## src/rtl/fifo_reader.sv

```systemverilog
`default_nettype none
// ============================================================================
// Module   : fifo_reader
// Brief    : Drains a synchronous FIFO into a valid/ready stream through a
//            3-entry skid buffer; read enable never depends on m_ready.
// Revision : 1.0 - initial release
// ============================================================================
module fifo_reader #(
    parameter int DATA_W = 4
) (
    input  logic              clk,
    input  logic              reset,
    input  logic              en,
    input  logic              fifo_empty,
    output logic              fifo_ren,
    input  logic [DATA_W-1:0] fifo_dataout,
    output logic              m_valid,
    input  logic              m_ready,
    output logic [DATA_W-1:0] m_data,
    output logic [7:0]        xfer_count
);

    localparam logic [1:0] c_LAST_IDX = 2'd2;
    localparam logic [2:0] c_CAPACITY = 3'd3;

    logic [DATA_W-1:0] r_buf [0:2];
    logic [1:0]        r_head;
    logic [1:0]        r_tail;
    logic [1:0]        r_occ;
    logic              r_inflight;
    logic [7:0]        r_xfer_count;

    logic [2:0]        w_fill;
    logic              w_ren;
    logic              w_pop;

    function automatic logic [1:0] f_inc(input logic [1:0] p);
        return (p == c_LAST_IDX) ? 2'd0 : p + 2'd1;
    endfunction

    // A read is only issued when a slot is guaranteed for its data next cycle,
    // so m_ready never has to reach the FIFO read enable.
    assign w_fill = {1'b0, r_occ} + {2'b00, r_inflight};
    assign w_ren  = !reset && en && !fifo_empty && (w_fill < c_CAPACITY);
    assign w_pop  = (r_occ != 2'd0) && m_ready;

    always_ff @(posedge clk or posedge reset) begin
        if (reset) begin
            r_head       <= 2'd0;
            r_tail       <= 2'd0;
            r_occ        <= 2'd0;
            r_inflight   <= 1'b0;
            r_xfer_count <= 8'd0;
        end else begin
            r_inflight <= w_ren;
            if (r_inflight) begin
                r_tail <= f_inc(r_tail);
            end
            if (w_pop) begin
                r_head       <= f_inc(r_head);
                r_xfer_count <= r_xfer_count + 8'd1;
            end
            case ({r_inflight, w_pop})
                2'b10:   r_occ <= r_occ + 2'd1;
                2'b01:   r_occ <= r_occ - 2'd1;
                default: r_occ <= r_occ;
            endcase
        end
    end

    // Storage carries no reset: contents are meaningless while r_occ is zero.
    always_ff @(posedge clk) begin
        if (r_inflight) begin
            r_buf[r_tail] <= fifo_dataout;
        end
    end

    assign fifo_ren   = w_ren;
    assign m_valid    = (r_occ != 2'd0);
    assign m_data     = r_buf[r_head];
    assign xfer_count = r_xfer_count;

endmodule
`default_nettype wire

```

## config.mk

```make
export PLATFORM = sky130hd
export DESIGN_NAME = fifo_reader
export DESIGN_NICKNAME = d
export VERILOG_FILES = /design/src/rtl/fifo_reader.sv
export SDC_FILE = /design/constraint.sdc
export NUM_CORES = 1
export LEC_CHECK = 0
export CELL_PAD_IN_SITES_DETAIL_PLACEMENT = 1
export CELL_PAD_IN_SITES_GLOBAL_PLACEMENT = 2
export CORE_ASPECT_RATIO = 0.7
export CORE_MARGIN = 5
export CORE_UTILIZATION = 33
export DETAILED_ROUTE_END_ITERATION = 6
export PLACE_DENSITY_LB_ADDON = 0.25
export SLEW_MARGIN = 5
export SYNTH_ARGS = -nofsm -noshare
export SYNTH_HDL_FRONTEND = slang
export SYNTH_SLANG_ARGS = --single-unit
```

## constraint.sdc

```tcl
create_clock -name clk -period 1.85 [get_ports clk]
set_input_delay 0.4625 -clock clk [delete_from_list [all_inputs] [get_ports clk]]
set_output_delay 0.4625 -clock clk [all_outputs]
set_load 0.03 [all_outputs]
```

==> results of run 1 <==
-- registers in the layout, indices dropped and copies added, names as in the netlist --
register	cells
r_buf	12
r_head	2
xfer_count	8
r_occ	2
r_inflight	1
r_tail	2
-- power groups by stage --
stage	clock network [uW]	registers [uW]	logic [uW]
after floorplan	0	1050	549
after global placement	0	979	1000
after detailed placement	0	987	1040
after CTS	337	974	1020
after global routing	367	1010	1090
final	325	977	1010
-- how the worst max path moves through the flow --
| stage | start | endpoint | slack (ns) | cells after the start |
|---|---|---|---|---|
| floorplan | r_occ[0] | fifo_ren | 0.07 | 5 |
| global placement | m_ready | r_occ[1] | 0.04 | 6 |
| detailed placement | fifo_empty | fifo_ren | 0.007 | 5 |
| CTS | r_occ[0] | fifo_ren | -0.15 | 6 |
| global route | r_occ[0] | fifo_ren | -0.23 | 6 |
| finish | r_occ[0] | fifo_ren | -0.14 | 6 |
-- repair_timing --
action | 4_1_cts | 5_1_grt
setup buffers | 1 | 1
pin swaps | 3 | 3
resized for setup | 8 | 8
setup endpoints to repair | 6 | 8
-- final cells by class --
type	instances	area share [%]
inverters	4	1.143
repair buffers	28	16.82
clock buffers	4	2.939
well taps	47	3.837
multi-input cells	56	27.18
flip-flops and latches	27	48.08
-- critical path, cell delays in order, from the launching register on --
cell,delay [ns]
dfrtp_1,0.42
ha_2,0.21
ha_4,0.16
nor2_4,0.07
nand3_2,0.08
a21oi_2,0.15
buf_6,0.15
-- cell families (layout without fill, tap and decap cells) --
family / Yosys count / in the layout
buffers and inverters: 6 / 36
muxes: 4 / 4
DFF: 27 / 27
adders and majority gates: 4 / 4
xor gates and xnor gates: 10 / 10
AOI/OAI and AO/OA: 10 / 10
and+or+nand+nor: 28 / 28
-- through the flow --
| stage | total power [uW] | instance area [um2] | utilization (%) | TNS (ns) |
|---|---|---|---|---|
| floorplan | 1597 | 1151 | - | 0 |
| detailed placement | 2025 | 1439 | 44.21 | 0 |
| finish | 2309 | 1533 | 47.10 | -0.1351 |
| CTS | 2326 | 1494 | 45.91 | -0.1514 |
| global route | 2473 | 1533 | 47.10 | -0.2294 |
| global placement | 1982 | 1439 | 44.21 | 0 |
-- per-layer routing --
layer	part of all wire (%)	global-route usage [%]	up-vias	routed length [um]
li1	-	-	364	-
met5	0	0	-	0
met4	0.51	2.169	0	12
met1	45	14.06	378	1061
met3	5.4	4.711	2	128
met2	49	19.58	15	1161
-- synthesized netlist by cell type (3+ instances only) --
| master | number | area (um2) |
|---|---|---|
| xnor2_1 | 6 | 52.55 |
| ha_1 | 4 | 50.05 |
| nand4_1 | 3 | 18.77 |
| a21o_1 | 3 | 22.52 |
| dfrtp_1 | 15 | 375.4 |
| inv_1 | 3 | 11.26 |
| edfxtp_1 | 12 | 360.4 |
| nand2_1 | 11 | 41.29 |
| xor2_1 | 4 | 35.03 |
| mux2i_1 | 4 | 40.04 |
| o21ai_1 | 5 | 25.02 |
| nor2_1 | 5 | 18.77 |
==> results.cfg, run 1 <==
[run_status]
status = finished with violations
violations = setup timing

[detailed_routing]
vias_per_cell = 4.572
drc_errors = 0
vias = 759
drtIter0Drc = 15
ant_nets = 0
wl_per_cell_um = 14.24
drt-pass1-iter-count = 4
wirelength_um = 2364

[cells_and_area]
fin_cells = 166
syn2layout_area_growth_pct = 33.59
fill_cells = 357
multi_input_area_um2 = 416.7
layout_commonest_cell = dfrtp_1
final_nets = 133
drive_gt1_share_pct = 20.17
antenna_cells = 0
final-seq-area_um2 = 737.0
final_cell_mix = dfrtp_1, edfxtp_1, nand2_1

[power_and_ir_drop]
power_frac_seq_pct = 42.3
p_int_uw = 1364
net-switching-power_uw = 945.3
power_leakage_uw = 0.0006915
power.density_nw_per_um2 = 1507
swShare_pct = 40.93
ir_worst_vdd_mv = 0.5646
combPwrFrac_pct = 43.6
clock_power_share_pct = 14.1

[yosys]
synth-seq-cells = 27
synth_cells = 89
avgSynthCellArea_um2 = 12.89
synthAdderAreaFrac_pct = 4.362
synth_edf_count = 12
synth_seq_area_share_pct = 64.12
synth_top_family_by_area = simple AND/OR/NAND/NOR gates
synth-xor-area-share_pct = 7.634
synth_simple_gate_area_share_pct = 12.10
synth.distinct_cells = 23
synthMuxAreaShare_pct = 3.490
syn_area_um2 = 1147
synth_fp_nets = 102
async_reset_ff_share_pct = 55.56
synth-main-ff-cell = dfrtp_1
yosysWarnings = 0
synth-compound-area-share_pct = 5.998

[sta]
setup_slack_ns = -0.1351
fmax_ghz = 0.5038
finClkSkew_ns = 0.005882
period_share_pct = 107.3
maxSlewViolCount = 0
tightest_slew_ns = 0.4488
whs_ns = 0.4669
hold_viol = 0
slew_headroom_pct = 69.97
fin_crit_ns = 1.985
setup_viol = 1
rsz0062_at_grt = true

[clocking]
cts_sinks = 27
clk_pin_slew_ns = 0.09
root_buffer = clkbuf_8
numCtsBuffers = 3
ctsHtreeMaxLevel = 1
clock_path_buffers = 2
cts_tree = built
ctsHoldBuffers = 0
clk_latency_ns = 0.27

[critical_path]
r2r_start = r_occ[0]
crit_type = reg2out
rr_worst_depth = 7
cp.required_ns = 1.39
reg2reg_to = r_occ[1]
worstPathArrival_ns = 1.52
rrSetupSlack_ns = 0.30
setup.worst_path.start_class = flip-flop
worst-path-max-fanout = 3
endpoint_kind = output pin

[hold_path]
hp-class = reg2reg
hold_path_end = xfer_count[7]
whs_path_depth = 1
hold_start = xfer_count[7]

[floorplan]
die_w_um = 80.48
start_util_pct = 35.26
die_height_um = 59.34
pin_count = 23
die_area_um2 = 4775
core_area_um2 = 3254
rows = 17

[placed_design]
pre_cts_slack_ns = 0.006795
post-dp-hpwl_um = 1831
routabilityCongestion = 0.7775
placed_cells = 160
portBuffers = 22

[global_routing]
grt_pass1_vias = 827
grt_overflow = 0
grt_max_degree = 16
grt.total_usage_pct = 11.56
antenna_found_initial = 0
grt_pass1_wl_um = 4195

[flow_run]
drv_cap = 0
Note: power is estimated with default switching activity, not from simulation.
==> inputs of run 2 (changes only) <==
--- a/config.mk
+++ b/config.mk
@@ -8,9 +8,9 @@
 export CELL_PAD_IN_SITES_DETAIL_PLACEMENT = 1
 export CELL_PAD_IN_SITES_GLOBAL_PLACEMENT = 2
 export CORE_ASPECT_RATIO = 0.7
-export CORE_MARGIN = 5
 export CORE_UTILIZATION = 33
 export DETAILED_ROUTE_END_ITERATION = 6
+export GPL_TIMING_DRIVEN = 1
 export PLACE_DENSITY_LB_ADDON = 0.25
 export SLEW_MARGIN = 5
 export SYNTH_ARGS = -nofsm -noshare
==> run 2 against run 1 <==
The flow still finishes with violations (setup timing). Worst setup slack better by 0.0084 ns. Clock skew up 0.0038 ns. Largest cell class unchanged. Critical path type unchanged. Sequential share of layout area is 0.31 points lower.
==> results.cfg, run 2 (same netlist as run 1, synthesis figures left out) <==
[run_status]
status = finished with violations
violations = setup timing

[clocking]
ctsHtreeMaxLevel = 1
cts_tree = built
ctsHoldBuffers = 0
root_buffer = clkbuf_8
clk_pin_slew_ns = 0.08
clock_path_buffers = 2
numCtsBuffers = 3
cts_sinks = 27
clk_latency_ns = 0.27

[floorplan]
die_w_um = 72.48
rows = 17
core_area_um2 = 3233
die_height_um = 51.34
die_area_um2 = 3721
pin_count = 23
start_util_pct = 35.49

[critical_path]
slowest_delay_ns = 0.45
crit_buf_inv = 1
crit_type = reg2out
worstPathArrival_ns = 1.51
slowest_stage = dfrtp_1
worst-path-max-fanout = 3
cp_cell_sequence = ha_4, ha_4, nor2_4, nand3_2, a21oi_2, buf_6
cp_common_cell = ha_4
cp.required_ns = 1.39
setup.worst_path.start_class = flip-flop
cpLargestDelayFamily = flip-flops
endpoint_kind = output pin

[sta]
fin_crit_ns = 1.977
fmax_ghz = 0.5059
maxSlewViolCount = 0
setup_slack_ns = -0.1267
finClkSkew_ns = 0.009673
setup_viol = 1
whs_ns = 0.4649
slew_headroom_pct = 67.32
tightest_slew_ns = 0.4885
period_share_pct = 106.9
hold_viol = 0
rsz0062_at_grt = true

[cells_and_area]
layout_commonest_cell = dfrtp_1
syn2layout_area_growth_pct = 34.46
multi_input_area_um2 = 426.7
antenna_cells = 0
postLayoutCellArea_um2 = 1543
final-seq-area_um2 = 737.0
drive_gt1_share_pct = 21.67
final_nets = 134
fill_cells = 345
final_cell_mix = dfrtp_1, edfxtp_1, nand2_1, buf_4, clkdlybuf4s50_1
largest_reg_flops = 12
top_register = r_buf

[global_routing]
grt_pass1_wl_um = 3967
grt_max_degree = 16
grt_pass1_vias = 836
grt_overflow = 0
antenna_found_initial = 0
grt.total_usage_pct = 14.77

[power_and_ir_drop]
power_leakage_uw = 0.0006844
fin_total_pwr_uw = 2327
ir_worst_vdd_mv = 0.4520
power.density_nw_per_um2 = 1508

[detailed_routing]
vias = 753
drt-pass1-iter-count = 4
drtIter0Drc = 48
drc_errors = 0
ant_nets = 0
vias_per_cell = 4.509
wirelength_um = 2396
wl_per_cell_um = 14.35

[placed_design]
portBuffers = 22
post-dp-hpwl_um = 1655
routabilityCongestion = 0.7071
dpl-instance-area_um2 = 1439

[hold_path]
hp-class = reg2reg

[flow_run]
drv_cap = 0
-- run 2: changes by cell type in the layout (fill, tap and decap cells not counted), sizes merged --
| cell | before | now |
|---|---|---|
| buf | 11 | 12 |
| clkbuf | 4 | 5 |
| dlymetal6s2s | 3 | 2 |
-- run 2: cell type report --
| type | instances | share of cell area [%] |
|---|---|---|
| Timing Repair Buffer | 29 | 16.71 |
| Tap cell | 47 | 3.812 |
| Sequential cell | 27 | 47.77 |
| Inverter | 4 | 1.135 |
| Multi-Input combinational cell | 56 | 27.66 |
| Clock buffer | 4 | 2.920 |
-- run 2: per-layer routing --
metal | track usage [%] | wire (um) | vias to the layer above
met5 | 0 | 0 | -
met4 | 3.922 | 25 | 0
met3 | 4.931 | 107 | 5
met2 | 23.21 | 1121 | 17
met1 | 19.57 | 1142 | 363
li1 | - | - | 368
-- run 2: final timing paths --
check | to | depth (start not counted) | start | slack (ns)
worst max-delay path | fifo_ren | 6 | r_occ[0] | -0.13
worst min-delay path | xfer_count[7] | 1 | xfer_count[7] | 0.46
worst max register to register | r_occ[1] | 6 | r_occ[0] | 0.29
worst min register to register | xfer_count[7] | 1 | xfer_count[7] | 0.46
max in group asynchronous | r_head[0] | 3 | reset | 1.11
min in group asynchronous | xfer_count[1] | 3 | reset | 0.53
-- run 2: metrics by stage --
stage | worst slack, ns | setup TNS [ns] | util, % | instances
after floorplan | 0.06648 | 0 | - | 89
after global placement | 0.03228 | 0 | 44.50 | 160
after detailed placement | -0.03473 | -0.03473 | 44.50 | 160
after CTS | -0.1585 | -0.1585 | 47.10 | 166
after global routing | -0.2062 | -0.2062 | 47.72 | 167
final | -0.1267 | -0.1267 | 47.72 | 167
-- run 2: worst register-to-register path, delay by kind of cell (launching register included) --
family,cells,cell delay [ns]
flip-flops,1,0.45
adder cells (fa/ha/maj),1,0.30
buffers and inverters,2,0.26
AO/OA/AOI/OAI,1,0.17
XOR/XNOR,1,0.17
AND/OR/NAND/NOR,1,0.13
-- run 2: what timing repair did --
action | in CTS | in global routing
resized for setup | 13 | 6
buffers inserted | 2 | 1
endpoints found under the setup margin | 7 | 6
gates cloned | 0 | 0
pin swaps | 3 | 2
-- run 2: power by group --
part	internal [uW]	leakage [uW]	total, uW	switching, uW
combinational	439	0.000365	1010	570
clock	154	0.0000228	332	178
sequential	781	0.000297	986	205
total	1370	0.000684	2330	953
==> inputs of run 3 (changes only) <==
--- a/config.mk
+++ b/config.mk
@@ -5,6 +5,7 @@
 export SDC_FILE = /design/constraint.sdc
 export NUM_CORES = 1
 export LEC_CHECK = 0
+export ABC_CLOCK_PERIOD_IN_PS = 2250
 export CELL_PAD_IN_SITES_DETAIL_PLACEMENT = 1
 export CELL_PAD_IN_SITES_GLOBAL_PLACEMENT = 2
 export CORE_ASPECT_RATIO = 0.7
==> constraint.sdc (replaced) <==
create_clock -name clk -period 2.25 [get_ports clk]
set_input_delay 0.5625 -clock clk [delete_from_list [all_inputs] [get_ports clk]]
set_output_delay 0.5625 -clock clk [all_outputs]
set_load 0.03 [all_outputs]
==> run 3 against run 2 <==
Highest routed layer is now met3. Worst setup slack better by 0.21 ns. Critical path type unchanged. The run now ends clean. Wire length decreased by 6.7%. Global-route usage shrank 0.88 points.
==> results.cfg, run 3 (same netlist as run 1, synthesis figures left out) <==
[clocking]
cts_sinks = 27
ctsHtreeMaxLevel = 1
cts_tree = built
clk_pin_slew_ns = 0.10
root_buffer = clkbuf_8
numCtsBuffers = 3
clock_path_buffers = 2
clk_latency_ns = 0.27

[sta]
fin_crit_ns = 2.170
setup_viol = 0
fmax_ghz = 0.4608
setup_slack_ns = 0.07972
hold_viol = 0
finClkSkew_ns = 0.002967
maxSlewViolCount = 0
period_share_pct = 96.46
whs_ns = 0.4691
slew_headroom_pct = 67.41
tightest_slew_ns = 0.4871

[placed_design]
dpl-instance-area_um2 = 1423
portBuffers = 22
post-dp-hpwl_um = 1652
routabilityCongestion = 0.6689
pre_cts_slack_ns = 0.1649
placed_cells = 157

[detailed_routing]
wirelength_um = 2236
drc_errors = 0
drtIter0Drc = 28
vias_per_cell = 4.564
wl_per_cell_um = 13.72
ant_nets = 0
vias = 744
drt-pass1-iter-count = 2

[floorplan]
start_util_pct = 35.49
die_w_um = 72.48
die_area_um2 = 3721
pin_count = 23
core_area_um2 = 3233
rows = 17
die_height_um = 51.34

[critical_path]
worst-path-max-fanout = 4
r2r_start = r_occ[0]
rr_worst_depth = 6
rrSetupSlack_ns = 0.57
reg2reg_to = r_occ[1]
crit_type = reg2out
crit_start = r_occ[0]
setup.worst_path.start_class = flip-flop
worstPathArrival_ns = 1.61
cp.required_ns = 1.69
endpoint_kind = output pin

[hold_path]
hold_path_end = xfer_count[7]
whs_path_depth = 1
hold_start = xfer_count[7]
hp-class = reg2reg

[cells_and_area]
fin_cells = 163
fill_cells = 357
drive_gt1_share_pct = 13.79
syn2layout_area_growth_pct = 30.10
antenna_cells = 0
postLayoutCellArea_um2 = 1493
top_register = r_buf
layout_commonest_cell = clkdlybuf4s50_1
final_nets = 130
final_cell_mix = clkdlybuf4s50_1, edfxtp_1, dfrtp_1
largest_reg_flops = 12

[global_routing]
antenna_found_initial = 0
grt_pass1_wl_um = 3732
grt_overflow = 0
grt_pass1_vias = 751
grt.total_usage_pct = 13.89
grt_max_degree = 17

[power_and_ir_drop]
ir_worst_vdd_mv = 0.4954
power_leakage_uw = 0.0006208
power.density_nw_per_um2 = 1270

[flow_run]
drv_cap = 0

[run_status]
status = completed
-- run 3: changes by cell type in the layout (fill, tap and decap cells not counted), moves of 2 or more --
cell / change
dlymetal6s2s_1: -2
buf_4: -8
ha_1: +2
ha_4: -2
clkdlybuf4s50_1: +8
dfrtp_2: +2
dfrtp_1: -2
-- run 3: worst max-delay path by stage --
stage,endpoint,slack [ns]
2_1_floorplan,fifo_ren,0.13
3_3_place_gp,m_data[1],0.22
3_5_place_dp,fifo_ren,0.16
4_1_cts,fifo_ren,0.03
5_1_grt,fifo_ren,-0.01
6_report,fifo_ren,0.08
-- run 3: cell type report --
type	instances	area [um2]	area share, %
clock buffers	3	41.29	2.766
clock inverters	1	7.507	0.5029
inverters	4	17.52	1.174
multi-input cells	56	389.1	26.07
flip-flops and latches	27	739.5	49.54
well taps	47	58.81	3.940
repair buffers	25	239.0	16.01
-- run 3: routing by layer --
| metal | global-route usage [%] | vias up | part of all wire, % |
|---|---|---|---|
| met4 | 2.941 | 0 | 0 |
| met3 | 5.128 | 0 | 4.6 |
| met2 | 20.09 | 14 | 45 |
| li1 | - | 362 | - |
| met1 | 19.75 | 368 | 51 |
| met5 | 0 | - | 0 |
-- run 3: where the power goes --
part,switching (uW),internal (uW)
combinational,442,353
clock,157,126
sequential,173,646
total,772,1120
-- run 3: repair_timing --
| action | 4_1_cts | 5_1_grt |
|---|---|---|
| gates cloned | 0 | 0 |
| gates resized for setup | 7 | 2 |
| hold buffers | 0 | 0 |
| setup buffers | 2 | 0 |
| endpoints found under the setup margin | 5 | 1 |
-- run 3: per-stage QoR --
step	utilization [%]	total power (uW)	setup TNS [ns]
after floorplan	-	1305	0
after global placement	44.00	1591	0
after detailed placement	44.00	1623	0
after CTS	45.94	1906	0
after global routing	46.17	2020	-0.01268
final	46.17	1896	0
-- run 3: critical path, cell delays in order (launching register included) --
cell and delay, ns:
dfrtp_2 0.44, ha_1 0.20, ha_1 0.18, nor2_1 0.10, nand3_1 0.11, a21oi_2 0.15, buf_6 0.15
